$ cat config.mk
export PLATFORM = sky130hd
export DESIGN_NAME = mw_adder_sched
export DESIGN_NICKNAME = d
export VERILOG_FILES = /design/src/rtl/mw_adder_pkg.sv /design/src/rtl/mw_adder_sched_add_cin.sv /design/src/rtl/mw_adder_sched.sv
export SDC_FILE = /design/constraint.sdc
export NUM_CORES = 1
export LEC_CHECK = 0
export ABC_AREA = 1
export CORE_MARGIN = 2
export CORE_UTILIZATION = 41
export CTS_CLUSTER_SIZE = 10
export DETAILED_ROUTE_END_ITERATION = 6
export GPL_TIMING_DRIVEN = 0
export PLACE_DENSITY = 0.76
export REMOVE_ABC_BUFFERS = 1
export SYNTH_ARGS = -nofsm -noshare
export SYNTH_HDL_FRONTEND = slang
export SYNTH_SLANG_ARGS = --single-unit
$ cat constraint.sdc
create_clock -name clk -period 2.61 [get_ports clk]
set_input_delay 0.261 -clock clk [delete_from_list [all_inputs] [get_ports clk]]
set_output_delay 0.261 -clock clk [all_outputs]
set_load 0.1 [all_outputs]
$ cat src/rtl/mw_adder_pkg.sv
// Shared types and constants for the multi-word adder scheduler.
package mw_adder_pkg;

  localparam int unsigned DefaultW = 8;

  typedef enum logic {
    StIdle,
    StLock
  } state_e;

  // Width of a requester index; at least one bit so ports never collapse.
  function automatic int unsigned id_width(input int unsigned n);
    return (n > 1) ? $clog2(n) : 1;
  endfunction

endpackage

$ cat src/rtl/mw_adder_sched_add_cin.sv
// Combinational W-bit adder with carry in and carry out; the shared datapath.
module add_cin
  import mw_adder_pkg::*;
#(
  parameter int unsigned W = DefaultW
) (
  input  logic [W-1:0] a,
  input  logic [W-1:0] b,
  input  logic         cin,
  output logic [W-1:0] sum,
  output logic         cout
);

  // Full W+1 bit sum so the carry out falls out of the top bit.
  assign {cout, sum} = {1'b0, a} + {1'b0, b} + {{W{1'b0}}, cin};

endmodule

$ cat src/rtl/mw_adder_sched.sv
// Multi-word adder scheduler: round-robin arbitration locked per transaction,
// one shared add-with-carry datapath, carry chained across beats.
module mw_adder_sched
  import mw_adder_pkg::*;
#(
  parameter  int unsigned W    = DefaultW,
  parameter  int unsigned NREQ = 2,
  localparam int unsigned IDW  = id_width(NREQ)
) (
  input  logic              clk,
  input  logic              rst,
  input  logic [NREQ-1:0]   req_valid,
  input  logic [NREQ*W-1:0] req_a,
  input  logic [NREQ*W-1:0] req_b,
  input  logic [NREQ-1:0]   req_cin,
  input  logic [NREQ-1:0]   req_last,
  output logic [NREQ-1:0]   req_ready,
  output logic              res_valid,
  input  logic              res_ready,
  output logic [W-1:0]      res_sum,
  output logic              res_cout,
  output logic              res_last,
  output logic [IDW-1:0]    res_id,
  output logic              busy
);

  state_e         state_q;
  logic [IDW-1:0] gnt_id_q;
  logic [IDW-1:0] rr_ptr_q;
  logic           first_q;
  logic           carry_q;
  logic           res_valid_q;
  logic [W-1:0]   res_sum_q;
  logic           res_cout_q;
  logic           res_last_q;
  logic [IDW-1:0] res_id_q;

  logic           arb_found;
  logic [IDW-1:0] arb_id;
  int unsigned    arb_idx;
  logic [W-1:0]   a_sel;
  logic [W-1:0]   b_sel;
  logic           valid_sel;
  logic           cin_sel;
  logic           last_sel;
  logic           slot_free;
  logic           accept;
  logic [W-1:0]   add_sum;
  logic           add_cout;
  logic [IDW-1:0] rr_next;

  // Round-robin pick: first valid requester at or after rr_ptr, wrapping.
  always_comb begin
    arb_found = 1'b0;
    arb_id    = '0;
    arb_idx   = 0;
    for (int unsigned i = 0; i < NREQ; i++) begin
      arb_idx = (32'(rr_ptr_q) + i) % NREQ;
      if (!arb_found && req_valid[arb_idx]) begin
        arb_found = 1'b1;
        arb_id    = IDW'(arb_idx);
      end
    end
  end

  // Steer the locked requester's beat onto the shared datapath.
  always_comb begin
    a_sel     = '0;
    b_sel     = '0;
    valid_sel = 1'b0;
    cin_sel   = 1'b0;
    last_sel  = 1'b0;
    for (int unsigned i = 0; i < NREQ; i++) begin
      if (gnt_id_q == IDW'(i)) begin
        a_sel     = req_a[i*W +: W];
        b_sel     = req_b[i*W +: W];
        valid_sel = req_valid[i];
        cin_sel   = req_cin[i];
        last_sel  = req_last[i];
      end
    end
  end

  // The result register can take a beat when empty or draining this cycle.
  assign slot_free = !res_valid_q || res_ready;
  assign accept    = (state_q == StLock) && valid_sel && slot_free;
  assign rr_next   = (gnt_id_q == IDW'(NREQ - 1)) ? '0 : gnt_id_q + IDW'(1);

  // Only the locked requester ever sees ready.
  always_comb begin
    req_ready = '0;
    for (int unsigned i = 0; i < NREQ; i++) begin
      req_ready[i] = (state_q == StLock) && slot_free && (gnt_id_q == IDW'(i));
    end
  end

  add_cin #(
    .W (W)
  ) u_add (
    .a    (a_sel),
    .b    (b_sel),
    .cin  (first_q ? cin_sel : carry_q),
    .sum  (add_sum),
    .cout (add_cout)
  );

  // Lock FSM, carry chain and result register.
  always_ff @(posedge clk) begin
    if (rst) begin
      state_q     <= StIdle;
      gnt_id_q    <= '0;
      rr_ptr_q    <= '0;
      first_q     <= 1'b0;
      carry_q     <= 1'b0;
      res_valid_q <= 1'b0;
      res_sum_q   <= '0;
      res_cout_q  <= 1'b0;
      res_last_q  <= 1'b0;
      res_id_q    <= '0;
    end else begin
      case (state_q)
        StIdle: begin
          if (arb_found) begin
            gnt_id_q <= arb_id;
            first_q  <= 1'b1;
            state_q  <= StLock;
          end
        end
        StLock: begin
          // A dropped valid simply holds the lock and the carry.
          if (accept) begin
            carry_q <= add_cout;
            first_q <= 1'b0;
            if (last_sel) begin
              state_q  <= StIdle;
              rr_ptr_q <= rr_next;
            end
          end
        end
        default: state_q <= StIdle;
      endcase

      if (accept) begin
        res_valid_q <= 1'b1;
        res_sum_q   <= add_sum;
        res_cout_q  <= add_cout;
        res_last_q  <= last_sel;
        res_id_q    <= gnt_id_q;
      end else if (res_ready) begin
        res_valid_q <= 1'b0;
      end
    end
  end

  assign res_valid = res_valid_q;
  assign res_sum   = res_sum_q;
  assign res_cout  = res_cout_q;
  assign res_last  = res_last_q;
  assign res_id    = res_id_q;
  assign busy      = (state_q == StLock);

endmodule

Yosys cells after proc, flatten, opt, wreduce, memory -nomap -nowiden --
Cells that the tools add are included.
Word-level totals: register bits 17, latch bits 0, RAM bits 0, ROM bits 0, output and inout bits 15, word-level logic and storage cells 58, memories 0
Cells by class: add/sub/neg operators 4, multipliers 0, div/mod/pow operators 0, magnitude comparators 2, eq/ne operators 2, shift operators 0, muxes and demuxes 24, bitwise gates (word level) 2, reduce and logical (&&, ||, !) cells 14
Operator list (count):
- $mux 1 | 20
- $mux 8 | 2
- $add 8x8->9 | 1
- $add 9x1->9 | 1
- $logic_and 1x1->1 | 6
- $reduce_and 2->1 | 3
- $lt 1x2->1 const B | 2
- $pmux 1 s2 | 2
- $reduce_and 3->1 | 1
- $add 1x1->1 const B | 2
- $logic_not 1->1 | 2
- $ne 2x1->1 const B | 1
- $ne 2x2->1 const B | 1
- $not 1->1 | 2
- $reduce_bool 2->1 | 1
- $logic_or 1x1->1 | 1

Longest topological paths before layout --
Gate-level depths: netlist of run 1.
depth in word-level cells 8, mapped depth 14, depth with buffers taken out 13

By module --
Synthesis of run 1 repeated with hierarchy kept, for this count alone.
Unflattened totals: cell total of the unflattened synthesis 199, area, all modules 1251.2 sq um
Modules (own cells, without submodules):
- mw_adder_sched | times used 1, cells an instance 140, area each 867.1 sq um
- add_cin | times used 1, cells an instance 59, area each 384.1 sq um

Worst setup path after synthesis of run 1 --
Ideal clock, no wire load.
path type register -> output, start point reg state_q (netlist: busy), end point out req_ready[0], arrival 2.455 ns, setup slack -0.106 ns, stages on the path, launching flop included 3, buffers on the path 0, cell sequence dfxtp_1 > nand2_1 > nor2_1
On the way: longest elaborated chain between the ends 2
Ends and longest elaborated chain:
- start: declaration | line mw_adder_sched.sv:27 | state_e state_q;
- start signal: assignment | line mw_adder_sched.sv:110 | state_q <= StIdle;
- start signal: assignment | line mw_adder_sched.sv:126 | state_q <= StLock;
- start signal: assignment | line mw_adder_sched.sv:135 | state_q <= StIdle;
- $logic_and 1x1->1 (2 in a row) | line mw_adder_sched.sv:93 | req_ready[i] = (state_q == StLock) && slot_free && (gnt_id_q == IDW'(i));
- end: declaration | line mw_adder_sched.sv:17 | output logic [NREQ-1:0] req_ready,
No other way between the ends.

Worst setup path in the final report of run 1 --
start point in res_ready, end point out req_ready[0]
On the way: longest elaborated chain between the ends 3
Ends and longest elaborated chain:
- start: declaration | line mw_adder_sched.sv:19 | input logic res_ready,
- $logic_or 1x1->1 | line mw_adder_sched.sv:85 | assign slot_free = !res_valid_q || res_ready;
- $logic_and 1x1->1 (2 in a row) | line mw_adder_sched.sv:93
No other way between the ends.

==> results of run 1 <==
[final timing paths]
path | from | endpoint | slack, ps | depth (start not counted)
worst max-delay path | res_ready | req_ready[0] | 180 | 6
worst min-delay path | res_id | res_id | 470 | 2
worst max register to register | gnt_id_q | res_sum[6] | 290 | 13
worst min register to register | res_id | res_id | 470 | 2
[layer usage]
layer	share of wire	vias to the layer above	global-route usage
met5	0	-	0
met4	0.0077	0	0.03896
met3	0.051	2	0.04176
met2	0.49	36	0.3143
met1	0.45	586	0.2201
li1	-	758	-
[flip-flops by register name, summed over array words and instances (netlist names)]
name	flops
res_valid	1
carry_q	1
busy	1
res_last	1
res_id	1
res_sum	8
res_cout	1
gnt_id_q	1
first_q	1
rr_ptr_q	1
[layout make-up]
| cell class | count | area, um2 | area share |
|---|---|---|---|
| inverters | 22 | 86.33 | 0.04603 |
| well taps | 31 | 38.79 | 0.02068 |
| flip-flops and latches | 17 | 344.1 | 0.1835 |
| clock buffers | 4 | 26.28 | 0.01401 |
| repair buffers | 62 | 601.8 | 0.3209 |
| repair inverters | 1 | 5.005 | 0.002668 |
| multi-input cells | 159 | 773.2 | 0.4123 |
[Yosys cell counts, types with 2 or more instances]
cell      number
buf_1          2
fa_1           2
a21oi_1       19
clkbuf_1       3
ha_1           7
nand3b_1       3
nand3_1       10
inv_1         21
nand2_1       99
buf_2          2
dfxtp_1       17
or2_2          2
nor2_1         8
o21bai_1       2
[per-stage QoR]
stage / total power, W / instances
after floorplan: 0.0006028 / 198
after detailed placement: 0.0007360 / 284
after CTS: 0.0008762 / 289
final: 0.0008810 / 296
after global placement: 0.0007331 / 284
after global routing: 0.0009460 / 296
[power by group through the flow]
stage                     Combinational (W)  Sequential, W  Clock, W
after floorplan                    0.000194       0.000409         0
after global placement             0.000431       0.000302         0
after detailed placement           0.000434       0.000302         0
after CTS                          0.000436       0.000297  0.000143
after global routing               0.000497       0.000294  0.000156
final                              0.000450       0.000292  0.000139
[critical path: stages]
cell,delay [ps]
clkdlybuf4s50_1,450
inv_1,40
nand2_1,110
nand2_1,90
nor2_1,80
clkdlybuf4s50_1,1130
[what timing repair did]
action                                  4_1_cts  5_1_grt
buffers inserted                              0        7
endpoints found under the setup margin       10        4
gates cloned                                  1        0
resized for setup                             4        0
hold buffers                                  0        0
[cells by family after synthesis]
logic type | share of synthesized area
AOI/OAI and AO/OA | 0.1083
xor gates and xnor gates | 0.007086
adders and majority gates | 0.1032
buffers and inverters | 0.09919
DFF | 0.2753
and+or+nand+nor | 0.4069
==> impl_results.md, run 1 <==
- Worst EP arrival: 2170 ps
- Synth Instances: 206
- Ranking of synthesized cells by area: nand2_1 (30%), dfxtp_1 (28%), a21oi_1 (7.7%), ha_1 (7.1%), inv_1 (6.4%)
- Setup TNS: 0 ps
- Clock-pin slew on the worst setup and hold paths: 90 ps
- Sw Ratio: 0.4229
- Post-synth ARST share: 0
- Fmax: 411.9 MHz
- Main synth FF type: dfxtp_1
- Synthesis-to-finish area growth: 51.72%
- Total wire length: 2999 um
- YS warnings: 0
- Crit path max fanout: 4
- Worst setup slack after placement: -594.4 ps
- Mean Syn Cell Area: 6.001 um2
- CORE AREA: 2805 um2
- Pwr per Cell Area: 469.7 nW/um2
- Combinational power share: 0.511
- Leakage: 0.9080 nW
- MaxCap Viol Count: 0
- Initial DRT Pass Iterations: 6
- Vias/cell: 4.669
- Gr usage total: 0.1784
- Critical path type: in2out
- Synth cell types: 23
- Largest net degree at the start of global routing: 26
- # diodes: 0
- Clock Tree Buf Depth: 2
- Post-synth EDFFs: 0
- Number of port buffers: 55
- CP Launch Type: primary input
- Slew Viols, Final: 0
- Final Cell Area: 1876 um2
- Std-Cell Rows: 19
- Clk_lat worst skew: 280 ps
- CTS root buf: clkbuf_4
- Drt drc: 3
- First-pass GRT wire length: 4830 um
- Commonest cells after routing, fill and taps aside: nand2_1 (99), clkdlybuf4s50_1 (54), inv_1 (20)
- Routed Antenna Nets: 0
- Yosys top cell by area: nand2_1
- Register area share after synthesis: 0.2753
- Filler cell count: 289
- Final nets: 316
- Worst Hold Class: reg2reg
- RSZ-0062 raised after global routing: no
- Number of global-route vias before repair: 1,200
- Failing checks: design-rule violations
- Commonest non-fill, non-tap cell in the layout: nand2_1
- Die area: 3470 um2
- # H-tree levels: 1
- Seq pwr share: 0.331
- Final-report setup violation count: 0
- Gpl congestion: 0.7995
- Hold WS: 465.1 ps
- Initial Util: 0.4407
- Remaining Overflow, GRT: 0
- DRT iter0 DRCs: 21
- Clk pwr share: 0.158
- Wire per inst: 10.13 um
- Layout cell share with drive strength beyond 1: 0.06415
- Clk sink count: 17
- Die height: 58.91 um
- Fin util: 0.6686
- Initial antenna violation count: 0
- Internal: 0.0005084 W
- Worst Tran Pin Value: 998.2 ps
- DIE WIDTH: 58.91 um
- Placed Area: 1785 um2
- Post-DP HPWL: 2103 um
- Hold Fails Final Rpt: 0
- Register bit total from synthesis: 17
- Final Critical Period: 2428 ps
- Top cell type's share of synthesized area: 0.3006
- Worst EP required: 2350 ps
- Inserted Clock Buffers: 3
- Clk_skew: 0.5508 ps
- Setup slack after layout: 182.4 ps
- Vias: 1,382
- Mapped Area: 1236 um2
- Max-slew headroom: 0.3325
- CP endpoint kind: output port
- Switching power: 0.0003726 W
- VDD IR max: 0.2903 mV
- Tcrit/Tclk final: 0.9301
- Status: finished with violations
- CTS tree: done
- Top Ports: 56
No activity file was read; power rests on OpenSTA's default activity.
==> run 2, diff against run 1 <==
Settings changed: SETUP_SLACK_MARGIN set to 0.02.
==> results of run 2 <==
No change in the layout: final DEF, timing and power equal those of run 1.
